===== src/rtl/sdio_pkg.sv =====
//------------------------------------------------------------------------------
// Module : sdio_pkg
// Brief  : Shared SDIO bus-width encodings and width clipping helper.
// Rev    : 1.0
//------------------------------------------------------------------------------
`default_nettype none

package sdio_pkg;

  localparam logic [1:0] c_width_1 = 2'd0;
  localparam logic [1:0] c_width_4 = 2'd1;
  localparam logic [1:0] c_width_8 = 2'd2;

  // Reserved code 3 folds into 8-bit, then the lane count caps the result.
  function automatic logic [1:0] clip_width(input logic [1:0] cfg, input int numio);
    logic [1:0] w;
    if (cfg == c_width_1)      w = c_width_1;
    else if (cfg == c_width_4) w = c_width_4;
    else                       w = c_width_8;
    if (numio < 4)                          w = c_width_1;
    else if ((numio < 8) && (w == c_width_8)) w = c_width_4;
    return w;
  endfunction

endpackage

`default_nettype wire


===== src/rtl/sdio_rxgear_sfifo.sv =====
//------------------------------------------------------------------------------
// Module : sfifo
// Brief  : Synchronous FIFO with write-through-when-popping at full.
// Rev    : 1.0
//------------------------------------------------------------------------------
`default_nettype none

module sfifo #(
  parameter int DW      = 32,
  parameter int LGDEPTH = 3
) (
  input  logic             i_clk,
  input  logic             i_reset,
  input  logic             i_clr,
  input  logic             i_wr,
  input  logic [DW-1:0]    i_data,
  input  logic             i_rd,
  output logic             o_full,
  output logic             o_empty,
  output logic [LGDEPTH:0] o_fill,
  output logic [DW-1:0]    o_data
);

  localparam int c_depth = 1 << LGDEPTH;

  logic [DW-1:0]      r_mem [0:c_depth-1];
  logic [LGDEPTH-1:0] r_wptr;
  logic [LGDEPTH-1:0] r_rptr;
  logic [LGDEPTH:0]   r_fill;
  logic               w_rd;
  logic               w_wr;

  assign o_empty = (r_fill == '0);
  assign o_full  = (r_fill == (LGDEPTH+1)'(c_depth));
  assign w_rd    = i_rd && !o_empty;
  // A full FIFO still takes a word when a slot frees up this same cycle.
  assign w_wr    = i_wr && (!o_full || w_rd);

  always_ff @(posedge i_clk or posedge i_reset) begin
    if (i_reset) begin
      r_wptr <= '0;
      r_rptr <= '0;
      r_fill <= '0;
    end else if (i_clr) begin
      r_wptr <= '0;
      r_rptr <= '0;
      r_fill <= '0;
    end else begin
      if (w_wr) r_wptr <= r_wptr + 1'b1;
      if (w_rd) r_rptr <= r_rptr + 1'b1;
      r_fill <= r_fill + {{LGDEPTH{1'b0}}, w_wr} - {{LGDEPTH{1'b0}}, w_rd};
    end
  end

  always_ff @(posedge i_clk) begin
    if (w_wr && !i_clr) r_mem[r_wptr] <= i_data;
  end

  assign o_fill = r_fill;
  assign o_data = o_empty ? '0 : r_mem[r_rptr];

endmodule

`default_nettype wire


===== src/rtl/sdio_rxgear.sv =====
//------------------------------------------------------------------------------
// Module : sdio_rxgear
// Brief  : SDIO receive gearbox packing 1/4/8-bit SDR/DDR beats into MW words.
// Rev    : 1.0
//------------------------------------------------------------------------------
`default_nettype none

module sdio_rxgear
  import sdio_pkg::*;
#(
  parameter int NUMIO             = 8,
  parameter int MW                = 32,
  parameter int LGDEPTH           = 3,
  parameter int OPT_LITTLE_ENDIAN = 0
) (
  input  logic             i_clk,
  input  logic             i_reset,
  input  logic             i_en,
  input  logic [1:0]       i_cfg_width,
  input  logic             i_flush,
  input  logic [1:0]       i_rx_strb,
  input  logic [15:0]      i_rx_data,
  output logic             o_valid,
  input  logic             i_ready,
  output logic [MW-1:0]    o_data,
  output logic [LGDEPTH:0] o_fill,
  output logic             o_overflow
);

  localparam int c_fw = $clog2(MW) + 1;

  logic [1:0]      r_width;
  logic [MW-1:0]   r_acc;
  logic [c_fw-1:0] r_fill;
  logic            r_overflow;
  logic [MW-1:0]   w_acc_nxt;
  logic [c_fw-1:0] w_fill_nxt;
  logic [c_fw-1:0] w_step;
  logic [c_fw-1:0] w_pad;
  logic [MW-1:0]   w_word;
  logic [MW-1:0]   w_fifo_data;
  logic            w_push;
  logic            w_pop;
  logic            w_full;
  logic            w_empty;
  logic            w_drop;

  function automatic logic [MW-1:0] shift_in(input logic [MW-1:0] acc,
                                             input logic [7:0] b,
                                             input logic [1:0] wd);
    case (wd)
      c_width_1: return {acc[MW-2:0], b[0]};
      c_width_4: return {acc[MW-5:0], b[3:0]};
      default:   return {acc[MW-9:0], b};
    endcase
  endfunction

  always_comb begin
    case (r_width)
      c_width_1: w_step = c_fw'(1);
      c_width_4: w_step = c_fw'(4);
      default:   w_step = c_fw'(8);
    endcase
  end

  // Each beat is checked for completion on its own so odd single-beat runs
  // still close a word exactly at MW bits.
  always_comb begin
    w_acc_nxt  = r_acc;
    w_fill_nxt = r_fill;
    w_push     = 1'b0;
    w_word     = '0;
    w_pad      = '0;
    if (i_rx_strb[1]) begin
      w_acc_nxt  = shift_in(w_acc_nxt, i_rx_data[15:8], r_width);
      w_fill_nxt = w_fill_nxt + w_step;
    end
    if (w_fill_nxt == c_fw'(MW)) begin
      w_push     = 1'b1;
      w_word     = w_acc_nxt;
      w_acc_nxt  = '0;
      w_fill_nxt = '0;
    end
    if (i_rx_strb[0]) begin
      w_acc_nxt  = shift_in(w_acc_nxt, i_rx_data[7:0], r_width);
      w_fill_nxt = w_fill_nxt + w_step;
    end
    if (w_fill_nxt == c_fw'(MW)) begin
      w_push     = 1'b1;
      w_word     = w_acc_nxt;
      w_acc_nxt  = '0;
      w_fill_nxt = '0;
    end
    if (i_flush && !w_push && (w_fill_nxt != '0)) begin
      w_pad      = c_fw'(MW) - w_fill_nxt;
      w_push     = 1'b1;
      w_word     = w_acc_nxt << w_pad;
      w_acc_nxt  = '0;
      w_fill_nxt = '0;
    end
  end

  assign w_pop  = !w_empty && i_ready;
  assign w_drop = w_push && w_full && !w_pop;

  always_ff @(posedge i_clk or posedge i_reset) begin
    if (i_reset) begin
      r_width    <= c_width_1;
      r_acc      <= '0;
      r_fill     <= '0;
      r_overflow <= 1'b0;
    end else if (!i_en) begin
      r_width    <= clip_width(i_cfg_width, NUMIO);
      r_acc      <= '0;
      r_fill     <= '0;
      r_overflow <= 1'b0;
    end else begin
      r_acc      <= w_drop ? '0 : w_acc_nxt;
      r_fill     <= w_drop ? '0 : w_fill_nxt;
      r_overflow <= r_overflow | w_drop;
    end
  end

  sfifo #(
    .DW      (MW),
    .LGDEPTH (LGDEPTH)
  ) u_sfifo (
    .i_clk   (i_clk),
    .i_reset (i_reset),
    .i_clr   (!i_en),
    .i_wr    (w_push && i_en),
    .i_data  (w_word),
    .i_rd    (i_ready),
    .o_full  (w_full),
    .o_empty (w_empty),
    .o_fill  (o_fill),
    .o_data  (w_fifo_data)
  );

  assign o_valid    = !w_empty;
  assign o_overflow = r_overflow;

  if (OPT_LITTLE_ENDIAN != 0) begin : g_le
    for (genvar i = 0; i < MW/8; i++) begin : g_byte
      assign o_data[8*i +: 8] = w_fifo_data[MW-8-8*i +: 8];
    end
  end else begin : g_be
    assign o_data = w_fifo_data;
  end

endmodule

`default_nettype wire

===== config.mk =====
export PLATFORM = sky130hd
export DESIGN_NAME = sdio_rxgear
export DESIGN_NICKNAME = d
export VERILOG_FILES = /design/src/rtl/sdio_pkg.sv /design/src/rtl/sdio_rxgear_sfifo.sv /design/src/rtl/sdio_rxgear.sv
export SDC_FILE = /design/constraint.sdc
export NUM_CORES = 1
export LEC_CHECK = 0
export CORE_MARGIN = 3
export CORE_UTILIZATION = 30
export CTS_CLUSTER_DIAMETER = 60
export DETAILED_ROUTE_END_ITERATION = 12
export PLACE_DENSITY = 0.44
export SYNTH_ARGS = -nofsm -noshare
export SYNTH_HDL_FRONTEND = slang
export SYNTH_SLANG_ARGS = --single-unit

===== constraint.sdc =====
create_clock -name i_clk -period 7.75 [get_ports i_clk]
set_input_delay 1.1625 -clock i_clk [delete_from_list [all_inputs] [get_ports i_clk]]
set_output_delay 1.1625 -clock i_clk [all_outputs]
set_load 0.01 [all_outputs]

# == Word level (Yosys, flattened, before mapping) ==
# Memories as Yosys holds them, arrays and structs flattened.
# Index checks and enable logic that the tools add are counted.
# totals
mem_bits_rw,256
output_inout_bits,38
memories,1
reg_bits,51
# memory_table
memory,words,word_bits,read_ports,rd_clocked_by_memory_dff,write_ports,line_no,source
u_sfifo.r_mem,8,32,1,0,1,sdio_rxgear_sfifo.sv:26,logic [DW-1:0] r_mem [0:c_depth-1];
# op_classes
mux,34
eq_ne,7
bitwise,1
shifts,1
n_reduce_logical,17
n_addsub,7
# op_table
op,count
$mux 32,11
$pmux 32 s2,2
$mux 6,7
$shl 32x6->32,1
$add 6x6->6,2
$eq 6x6->1 const B,2
$mux 3,4
$logic_and 1x1->1,8
$pmux 4 s2,1
$add 3x1->3 const B,2
$mux 1,6
$reduce_bool 6->1,1
$sub 6x6->6 const A,1
$add 4x1->4,1
$eq 2x1->1 const B,2
$eq 4x4->1 const B,1
$logic_not 1->1,4
$logic_not 2->1,2
$logic_not 4->1,1
$mux 2,2
$mux 4,1
$ne 2x1->1 const B,2
$sub 4x1->4,1
$logic_or 1x1->1,1
$or 1x1->1,1

# == Logic depth before layout (Yosys ltp) ==
# Gate-level depths: netlist of the first run.
# logic_depth
ltp_word,19
mapped_depth,24
depth_no_buf,20

# == Cells and area by module ==
# From an unflattened synthesis of the first run, not the netlist that was laid out.
# unflattened
hier_cells,1445
area_unflattened_um2,17222.8
# by_module_without_submodules
module,instances,seq_area_each_um2,cells_each,area_each_um2
sfifo,1,7937.6,453,10283.6
sdio_rxgear,1,1026.0,992,6939.2

# == Least setup slack after synthesis of the first run ==
# OpenSTA, ideal clock, no wires.
# synth_timing
path_kind,input-to-reg
from,input port i_rx_strb[1]
to,memory u_sfifo.r_mem[0][0] (enable)
t_arrival_ns,7.470
setup_ns,0.461
path_stages,18
required_ns,7.289
n_path_buf,3
setup_slack_ns,-0.181
cell_sequence,buf_4 > or3b_1 > xnor2_1 > ha_1 > nor2_1 > nor2_1 > inv_2 > buf_2 > buf_1 > ha_1 > inv_1 > a211oi_1 > nand4_1 > o31ai_2 > a21oi_1 > or2_1 > or3_1 > nor3_1
# synth_between
elab_chain_cells,16
word_cells_on_any_way,19
# synth_rtl
item,line_no,source
from (decl),sdio_rxgear.sv:21,"input logic [1:0] i_rx_strb,"
$mux 6 *,sdio_rxgear.sv:74,if (i_rx_strb[1]) begin
"parallel branches: the longest is 9 deep, another holds $add 6x6->6",-,
$mux 1 *,sdio_rxgear.sv:94,if (i_flush && !w_push && (w_fill_nxt != '0)) begin
$logic_and 1x1->1 *,sdio_rxgear.sv:131,".i_wr (w_push && i_en),"
$logic_and 1x1->1 *,sdio_rxgear_sfifo.sv:37,assign w_wr = i_wr && (!o_full || w_rd);
$logic_and 1x1->1 *,sdio_rxgear_sfifo.sv:56,if (w_wr && !i_clr) r_mem[r_wptr] <= i_data;
$mux 1 *,sdio_rxgear_sfifo.sv:56,
$mux 1 (not written as such) *,sdio_rxgear_sfifo.sv:56,
to (decl),sdio_rxgear_sfifo.sv:26,
# Every way passes the cells marked *.

# == Worst setup path after layout of the first run ==
# layout_timing
from,register r_width[0]
to,memory u_sfifo.r_mem[6][15] (data pin)
# layout_between
elab_chain_cells,14
word_cells_on_any_way,28
# layout_rtl
item,line_no,source
from (decl),sdio_rxgear.sv:32,logic [1:0] r_width;
from (signal assigned),sdio_rxgear.sv:108,r_width <= c_width_1;
from (signal assigned),sdio_rxgear.sv:113,"r_width <= clip_width(i_cfg_width, NUMIO);"
"parallel branches: the longest is 13 deep, another holds $add 6x6->6",-,
$mux 32 *,sdio_rxgear.sv:94,
named net u_sfifo.i_data[15],sdio_rxgear_sfifo.sv:16,"input logic [DW-1:0] i_data,"
# Mark *: on every way through the listed nets, which the timed path passes.

==> impl_metrics.env, run 1 <==
export IMPL_fp_dieArea_um2=62300
export IMPL_crit_path_max_fanout=46
export IMPL_power_density_nw_per_um2=304
export IMPL_drt_iter0_drc=1197
export IMPL_cts_tree="done"
export IMPL_setup_tns_ns=0
export IMPL_arrival_ns=6.70
export IMPL_synth_top_family_by_area="multiplexers"
export IMPL_final_common_cell="edfxtp_1"
export IMPL_synth_compound_area_share_pct=14.7
export IMPL_period_share_pct=83.8
export IMPL_placed_cell_area_um2=19300
export IMPL_synth_fa_ha_area_share_pct=1.24
export IMPL_cp_end_kind="register"
export IMPL_wl_per_cell_um=26.6
export IMPL_synth_area_um2=17800
export IMPL_synthesis_nets=1534
export IMPL_row_count=88
export IMPL_hp_start="o_overflow$_DFF_PP0_"
export IMPL_antenna_left=0
export IMPL_die_y_um=250
export IMPL_io_pins=63
export IMPL_core_um2=58100
export IMPL_setup_viol=0
export IMPL_design_area_um2=20600
export IMPL_maxCapViolations=0
export IMPL_synth_xor_area_share_pct=0.802
export IMPL_antenna_found_initial=0
export IMPL_start_util_pct=30.6
export IMPL_holdWs_ns=0.523
export IMPL_clk_path_buf_depth=3
export IMPL_place_gp_congestion=0.914
export IMPL_drv_slew=0
export IMPL_h_tree_depth=2
export IMPL_post_cts_buffers=0
export IMPL_worst_pin_slew_ns=1.09
export IMPL_slew_headroom_pct=26.4
export IMPL_post_route_drc_count=0
export IMPL_worst_ir_drop_vdd_mv=0.134
export IMPL_finalNetCount=1563
export IMPL_routed_wl_um=61500
export IMPL_synthFlopType="edfxtp_1"
export IMPL_r2r_start="r_width[0]$_DFFE_PP0N_"
export IMPL_r2r_slack_ns=1.26
export IMPL_critical_path_class="register to register"
export IMPL_final_cell_mix="256 x edfxtp_1, 150 x nor2_1, 92 x nand2_1"
export IMPL_worst_setup_path_start_kind="register"
export IMPL_whs_path_depth=2
export IMPL_final_util_pct=35.4
export IMPL_antennaDiodeCount=0
export IMPL_grt_pass1_vias=13400
export IMPL_rsz0062_at_grt="false"
export IMPL_synth_edf_count=256
export IMPL_hold_violations=0
export IMPL_cts_hold_buf=0
export IMPL_drive_gt1_share_pct=17.5
export IMPL_min_period_ns=6.49
export IMPL_cts_num_sinks=307
export IMPL_syn_inst=1492
export IMPL_die_x_um=250
export IMPL_ys_types=87
export IMPL_area_growth_pct=15.5
export IMPL_via_per_inst=5.78
export IMPL_worstSkewPairLatency_ns=0.57
export IMPL_required_ns=7.96
export IMPL_postCtsResizedCells=0
export IMPL_syn_avg_cell_area_um2=11.9
export IMPL_holdCritPathClass="register to register"
export IMPL_dr_pass1_iters=6
export IMPL_clock_fmax_ghz=0.154
export IMPL_synthMuxAreaShare_pct=17.5
export IMPL_power_leakage_uw=0.00692
export IMPL_status="finished, final reports clean"
export IMPL_r2r_cells=17
export IMPL_placed_cells=2243
export IMPL_cts_root_buf="clkbuf_16"
export IMPL_yosysSeqAreaShare_pct=50.4
export IMPL_grt_first_pass_wirelength_um=92400
export IMPL_cts_buffers=41
export IMPL_overflow=0
export IMPL_clock_skew_ns=0.0275
export IMPL_ys_warn_count=0
export IMPL_synth_simple_area_share_pct=11.9
export IMPL_clk_pin_slew_worst_paths_ns=0.06
export IMPL_dp_hpwl_um=42600
export IMPL_ys_ff_latch=307
export IMPL_track_usage_pct=19.5
export IMPL_grt_max_degree=78
export IMPL_crit_reg2reg_capture="u_sfifo.r_mem[6][15]$_DFFE_PP_"
export IMPL_io_buffers=62
export IMPL_dr_total_vias=13400
export IMPL_final_cells=2316
export IMPL_whs_endpoint="o_overflow$_DFF_PP0_"
export IMPL_async_reset_ff_share_pct=16.6
logic make-up after synthesis:
kind of cell,Yosys count
AO/OA/AOI/OAI,365
XOR/XNOR,13
adder cells (fa/ha/maj),17
buffers and inverters,152
flip-flops,307
multiplexers,209
AND/OR/NAND/NOR,429
cell usage after synthesis, types with 14 or more instances:
cell | instances | area share [%]
a211oi_1 | 36 | 1.5
a21oi_1 | 57 | 1.6
a22oi_1 | 14 | 0.59
a31oi_1 | 17 | 0.60
and2_1 | 19 | 0.67
buf_1 | 19 | 0.40
buf_2 | 24 | 0.68
clkbuf_1 | 80 | 1.7
dfrtp_1 | 51 | 7.2
edfxtp_1 | 256 | 43
ha_1 | 16 | 1.1
inv_1 | 20 | 0.42
mux2_2 | 43 | 2.7
mux2i_1 | 89 | 5.0
mux4_2 | 77 | 9.7
nand2_1 | 92 | 1.9
nand2b_1 | 21 | 0.74
nand3_1 | 22 | 0.62
nor2_1 | 156 | 3.3
nor2b_1 | 28 | 0.98
nor3_1 | 22 | 0.62
o211ai_1 | 23 | 0.97
o21ai_0 | 61 | 1.7
o221ai_1 | 22 | 1.1
worst max-delay path, cell delays in order (launching register included):
cell and delay, ns:
dfrtp_2 0.54, buf_4 0.36, or3b_1 0.55, xnor2_1 0.27
ha_1 0.29, ha_1 0.26, mux2i_1 0.25, ha_1 0.34
inv_1 0.11, a2111oi_0 0.50, or3_1 0.30, buf_4 0.26
nand3_1 0.10, a22oi_1 0.34, nor2_1 0.11, a2111oi_0 0.60
a21oi_1 0.09, o21ai_0 0.83
layer usage:
layer  track usage [%]  part of all wire [%]  up-vias
met5                 0                     0        -
li1                  -                     -     5936
met2              31.5                    47      485
met4              6.18                   3.1        0
met3              2.65                   5.3      112
met1              27.1                    45     6845
power by group:
part           switching [uW]  total [uW]  internal (uW)
registers                 127        2100           1970
clock network             752        1760           1010
logic                    1400        2390            991
total                    2280        6250           3960
metrics by stage:
stage	total power, uW	setup slack, ns
after floorplan	3590	0.0197
after global placement	4530	1.19
after detailed placement	4530	1.09
after CTS	6320	1.42
after global routing	6570	0.806
final	6250	1.26
layout make-up:
type / count / area [um^2]
Clock buffer: 48 / 1070
Clock inverter: 25 / 178
Tap cell: 765 / 957
Sequential cell: 307 / 8970
Inverter: 23 / 86.3
Timing Repair Buffer: 115 / 1010
Fill cell: 5739 / 37600
Multi-Input combinational cell: 1033 / 8280
flip-flops by register name, indices dropped and copies added (netlist names):
name and count:
u_sfifo.o_fill 4, u_sfifo.r_wptr 3, r_fill 6, r_width 2, u_sfifo.r_mem 256, r_acc 32
o_overflow 1, u_sfifo.r_rptr 3
worst max path at each step:
| stage | cells after the start | startpoint | slack, ns | to |
|---|---|---|---|---|
| 4_1_cts | 17 | r_width[0]$_DFFE_PP0N_ | 1.42 | u_sfifo.r_mem[6][15]$_DFFE_PP_ |
| 3_5_place_dp | 17 | i_rx_strb[1] | 1.09 | u_sfifo.r_mem[3][15]$_DFFE_PP_ |
| 5_1_grt | 17 | r_width[0]$_DFFE_PP0N_ | 0.81 | u_sfifo.r_mem[4][15]$_DFFE_PP_ |
| 2_1_floorplan | 18 | i_rx_strb[1] | 0.02 | u_sfifo.r_mem[4][0]$_DFFE_PP_ |
| 6_report | 17 | r_width[0]$_DFFE_PP0N_ | 1.26 | u_sfifo.r_mem[6][15]$_DFFE_PP_ |
| 3_3_place_gp | 17 | i_rx_strb[1] | 1.19 | u_sfifo.r_mem[0][15]$_DFFE_PP_ |
Note: power is estimated with default switching activity, not from simulation.
==> run 2, diff against run 1 <==
PLACE_DENSITY = 0.42   (was 0.44)
clock period = 6.2 ns   (was 7.75 ns; I/O delays follow)
==> impl_metrics.env, run 2 (synthesis gave the netlist of run 1 again) <==
export IMPL_cts_hold_buf=0
export IMPL_antennaDiodeCount=0
export IMPL_track_usage_pct=20.0
export IMPL_finalNetCount=1617
export IMPL_r2r_slack_ns=0.45
export IMPL_die_y_um=250
export IMPL_core_um2=58100
export IMPL_grt_max_degree=72
export IMPL_worstSkewPairLatency_ns=0.57
export IMPL_start_util_pct=30.6
export IMPL_holdWs_ns=0.505
export IMPL_crit_reg2reg_capture="u_sfifo.r_mem[1][22]$_DFFE_PP_"
export IMPL_overflow=0
export IMPL_power_uw=7980
export IMPL_io_buffers=62
export IMPL_largest_reg_flops=256
export IMPL_worst_ir_drop_vdd_mv=0.220
export IMPL_arrival_ns=5.97
export IMPL_grt_pass1_vias=13600
export IMPL_clock_skew_ns=0.0235
export IMPL_crit_start="r_width[1]$_DFFE_PP0N_"
export IMPL_min_period_ns=5.75
export IMPL_worst_pin_slew_ns=0.957
export IMPL_worst_setup_path_start_kind="register"
export IMPL_power_leakage_uw=0.00721
export IMPL_place_gp_congestion=0.928
export IMPL_row_count=88
export IMPL_io_pins=63
export IMPL_holdCritPathClass="register to register"
export IMPL_r2r_cells=16
export IMPL_period_share_pct=92.7
export IMPL_post_route_drc_count=0
export IMPL_h_tree_depth=2
export IMPL_fillers=5783
export IMPL_dr_total_vias=13500
export IMPL_final_common_cell="edfxtp_1"
export IMPL_regMostFlops="u_sfifo.r_mem"
export IMPL_final_util_pct=36.2
export IMPL_final_cells=2373
export IMPL_final_cell_mix="256 x edfxtp_1, 150 x nor2_1, 106 x buf_4"
export IMPL_fp_dieArea_um2=62300
export IMPL_area_growth_pct=18.4
export IMPL_required_ns=6.43
export IMPL_wl_per_cell_um=26.5
export IMPL_cts_num_sinks=307
export IMPL_clk_path_buf_depth=3
export IMPL_status="finished, final reports clean"
export IMPL_reg_top3="u_sfifo.r_mem x256, r_acc x32, r_fill x6"
export IMPL_crit_path_end="u_sfifo.r_mem[1][22]$_DFFE_PP_"
export IMPL_post_cts_buffers=0
export IMPL_drt_iter0_drc=1466
export IMPL_r2r_start="r_width[1]$_DFFE_PP0N_"
export IMPL_rsz0062_at_grt="false"
export IMPL_drv_slew=0
export IMPL_setup_tns_ns=0
export IMPL_via_per_inst=5.68
export IMPL_setup_viol=0
export IMPL_slew_headroom_pct=36.2
export IMPL_critical_path_class="register to register"
export IMPL_clock_fmax_ghz=0.174
export IMPL_antenna_left=0
export IMPL_maxCapViolations=0
export IMPL_drive_gt1_share_pct=20.2
export IMPL_dr_pass1_iters=5
export IMPL_routed_wl_um=63000
export IMPL_placed_cells=2297
export IMPL_antenna_found_initial=0
export IMPL_grt_first_pass_wirelength_um=94400
export IMPL_crit_path_max_fanout=17
export IMPL_hold_violations=0
export IMPL_cp_end_kind="register"
export IMPL_cts_buffers=41
export IMPL_dp_hpwl_um=45000
export IMPL_cts_tree="done"
export IMPL_clk_pin_slew_worst_paths_ns=0.06
export IMPL_die_x_um=250
export IMPL_power_density_nw_per_um2=379
export IMPL_cts_root_buf="clkbuf_16"
-- run 2: cell types whose count changed in the layout (fill, tap and decap cells not counted), sizes merged --
cell,before,now
clkinv,19,16
buf,55,109
clkbuf,48,50
clkinvlp,2,4
inv,27,28
bufinv,0,1
-- run 2: layout make-up --
cell class	count	area, um^2	area share [%]
timing repair buffer	169	1440	6.84
multi-input combinational	1033	8300	39.4
sequential	307	8970	42.6
inverter	23	86.3	0.410
tap	765	957	4.54
clock buffer	50	1080	5.13
clock inverter	26	219	1.04
-- run 2: how the worst min path moves through the flow --
stage	from	to	slack, ns	depth (start not counted)
final	o_overflow$_DFF_PP0_	o_overflow$_DFF_PP0_	0.51	2
after global routing	o_overflow$_DFF_PP0_	o_overflow$_DFF_PP0_	0.56	2
after floorplan	u_sfifo.r_wptr[2]$_DFFE_PP0P_	u_sfifo.r_wptr[2]$_DFFE_PP0P_	0.53	2
after detailed placement	o_overflow$_DFF_PP0_	o_overflow$_DFF_PP0_	0.51	2
after CTS	o_overflow$_DFF_PP0_	o_overflow$_DFF_PP0_	0.52	2
after global placement	o_overflow$_DFF_PP0_	o_overflow$_DFF_PP0_	0.49	2
-- run 2: what timing repair did --
item	CTS	global route
setup endpoints to repair	0	24
endpoints found under the hold margin	0	0
gates resized for setup	0	3
-- run 2: report_power, final --
group	leakage (uW)	internal (uW)	switching [uW]
sequential	0.00305	2460	174
combinational	0.00353	1320	1770
clock	0.000620	1310	958
-- run 2: stage by stage --
step / setup slack, ns / area (um^2)
2_1_floorplan: -0.282 / 17800
3_3_place_gp: 0.396 / 19800
3_5_place_dp: 0.144 / 19800
4_1_cts: 0.386 / 21100
5_1_grt: 0.0356 / 21100
6_report: 0.454 / 21100
-- run 2: per-layer routing --
layer	up-vias	GRT usage (%)	part of all wire [%]
met5	-	0	0
met4	0	7.73	3.8
met2	473	32.2	47
met1	6855	27.8	45
li1	6036	-	-
met3	113	2.26	4.6
-- run 2: worst max-delay path, stage by stage (launching register included) --
cell      delay, ns
dfrtp_2        0.56
nand2b_1       0.18
inv_1          0.07
ha_1           0.31
nand3_1        0.16
mux2i_1        0.42
nand2_2        0.21
ha_1           0.45
nand2_1        0.07
o21ai_0        0.31
xor3_1         0.43
nor4_1         0.44
nand4_1        0.15
a21oi_1        0.56
and2_1         0.25
o21ai_0        0.09
o211ai_1       0.74
==> run 3, diff against run 2 <==
--- a/config.mk
+++ b/config.mk
@@ -9,2 +9,3 @@
 export CORE_UTILIZATION = 30
+export CTS_BUF_LIST = sky130_fd_sc_hd__clkbuf_8
 export CTS_CLUSTER_DIAMETER = 60
--- a/constraint.sdc
+++ b/constraint.sdc
@@ -3,2 +3,2 @@
 set_output_delay 0.93 -clock i_clk [all_outputs]
-set_load 0.01 [all_outputs]
+set_load 0.05 [all_outputs]
==> impl_metrics.env, run 3 (synthesis gave the netlist of run 1 again) <==
export IMPL_cts_buffers=56
export IMPL_fp_dieArea_um2=62300
export IMPL_regMostFlops="u_sfifo.r_mem"
export IMPL_arrival_ns=5.99
export IMPL_dr_total_vias=13600
export IMPL_overflow=0
export IMPL_cts_root_buf="clkbuf_8"
export IMPL_power_density_nw_per_um2=394
export IMPL_core_um2=58100
export IMPL_required_ns=6.46
export IMPL_grt_pass1_vias=13600
export IMPL_dr_pass1_iters=5
export IMPL_clock_skew_ns=0.0409
export IMPL_preCtsSetupSlack_ns=0.0403
export IMPL_critical_path_class="register to register"
export IMPL_setup_tns_ns=0
export IMPL_crit_reg2reg_capture="u_sfifo.r_mem[1][14]$_DFFE_PP_"
export IMPL_die_y_um=250
export IMPL_drv_slew=0
export IMPL_cts_hold_buf=0
export IMPL_setup_viol=0
export IMPL_cp_end_kind="register"
export IMPL_clk_path_buf_depth=3
export IMPL_r2r_cells=17
export IMPL_via_per_inst=5.67
export IMPL_power_leakage_uw=0.00723
export IMPL_final_common_cell="edfxtp_1"
export IMPL_grt_max_degree=73
export IMPL_setup_ws_ns=0.469
export IMPL_final_cell_mix="256 x edfxtp_1, 150 x nor2_1, 111 x buf_4"
export IMPL_rsz0062_at_grt="false"
export IMPL_clock_fmax_ghz=0.174
export IMPL_drt_iter0_drc=1323
export IMPL_grt_first_pass_wirelength_um=93800
export IMPL_drive_gt1_share_pct=21.4
export IMPL_hold_violations=0
export IMPL_crit_path_max_fanout=12
export IMPL_maxCapViolations=0
export IMPL_fillers=5751
export IMPL_area_growth_pct=17.9
export IMPL_status="finished, final reports clean"
export IMPL_antenna_left=0
export IMPL_r2r_slack_ns=0.47
export IMPL_dp_hpwl_um=44500
export IMPL_slew_headroom_pct=18.0
export IMPL_track_usage_pct=19.9
export IMPL_crit_path_end="u_sfifo.r_mem[1][14]$_DFFE_PP_"
export IMPL_period_share_pct=92.4
export IMPL_cts_num_sinks=307
export IMPL_post_cts_buffers=0
export IMPL_start_util_pct=30.6
export IMPL_r2r_start="r_width[1]$_DFFE_PP0N_"
export IMPL_wl_per_cell_um=26.3
export IMPL_placed_cell_area_um2=19800
export IMPL_clk_pin_slew_worst_paths_ns=0.05
export IMPL_place_gp_congestion=0.955
export IMPL_h_tree_depth=2
export IMPL_cts_tree="done"
export IMPL_post_route_drc_count=0
export IMPL_io_pins=63
export IMPL_design_area_um2=21000
export IMPL_worst_setup_path_start_kind="register"
export IMPL_largest_reg_flops=256
export IMPL_finalNetCount=1639
export IMPL_worst_pin_slew_ns=1.22
export IMPL_final_util_pct=36.1
export IMPL_io_buffers=62
export IMPL_min_period_ns=5.73
export IMPL_row_count=88
export IMPL_antenna_found_initial=1
export IMPL_worstSkewPairLatency_ns=0.67
export IMPL_die_x_um=250
export IMPL_reg_top3="u_sfifo.r_mem x256, r_acc x32, r_fill x6"
export IMPL_routed_wl_um=63100
export IMPL_worst_ir_drop_vdd_mv=0.323
export IMPL_holdCritPathClass="register to register"
export IMPL_crit_start="r_width[1]$_DFFE_PP0N_"
## run 3: cell types whose count changed in the layout (fill, tap and decap cells not counted), moves of 2 or more
cell       before  now
inv_8           4    1
bufinv_16       1    7
buf_12          2    4
clkbuf_1        8    0
clkbuf_8        0   56
clkbuf_16      42    0
clkinv_2        1    8
clkinv_4        2    0
inv_6           2    0
diode_2         0    2
buf_4         106  111
inv_1          19   28
## run 3: layer usage
metal  wire length, um  up-vias  global-route usage (%)  share of wire [%]
met2             29100      463                    31.4                 46
li1                  -     6087                       -                  -
met3              3260      127                    3.14                5.2
met5                 0        -                       0                  0
met4              2440        0                    7.86                3.9
met1             28300     6942                    27.4                 45
## run 3: final cells by class
cell class | instances | area (um^2) | area share [%]
flip-flops and latches | 307 | 8970 | 42.8
multi-input cells | 1033 | 8300 | 39.5
repair buffers | 176 | 1520 | 7.24
well taps | 765 | 957 | 4.56
clock buffers | 56 | 771 | 3.67
clock inverters | 39 | 375 | 1.79
inverters | 23 | 86.3 | 0.411
diodes | 2 | 5.00 | 0.0239
## run 3: worst min path at each step
stage                                  startpoint                             to  cells past startpoint
floorplan           u_sfifo.r_wptr[2]$_DFFE_PP0P_  u_sfifo.r_wptr[2]$_DFFE_PP0P_                      2
global placement             o_overflow$_DFF_PP0_           o_overflow$_DFF_PP0_                      2
detailed placement           o_overflow$_DFF_PP0_           o_overflow$_DFF_PP0_                      2
CTS                          o_overflow$_DFF_PP0_           o_overflow$_DFF_PP0_                      2
global route                 o_overflow$_DFF_PP0_           o_overflow$_DFF_PP0_                      2
finish                       o_overflow$_DFF_PP0_           o_overflow$_DFF_PP0_                      2
## run 3: where the power goes
group | internal (uW) | total (uW) | switching (uW)
Clock | 1140 | 2030 | 896
Sequential | 2460 | 2620 | 166
Combinational | 1340 | 3600 | 2270
## run 3: through the flow
stage          hold slack [ns]  std cells  power, uW
2_1_floorplan            0.526       1492       4980
3_3_place_gp             0.488       2304       6300
3_5_place_dp             0.496       2304       6280
4_1_cts                  0.511       2399       8360
5_1_grt                  0.549       2400       8690
6_report                 0.506       2401       8260
## run 3: worst max-delay path, stage by stage (launching register included)
cell      delay (ns)
dfrtp_2         0.46
nand2b_1        0.18
inv_1           0.09
ha_1            0.26
nand3_1         0.16
mux2i_1         0.40
nand2_2         0.24
ha_1            0.44
and3_1          0.21
a221o_1         0.32
o211ai_1        0.16
xor2_1          0.11
buf_4           0.21
nand3_1         0.46
o21ai_0         0.31
nor2_1          0.28
nor3_1          0.09
o31ai_1         0.97
## run 3: timing repair
action	4_1_cts	5_1_grt
hold endpoints to repair	0	0
resized for setup	0	2
endpoints found under the setup margin	0	16
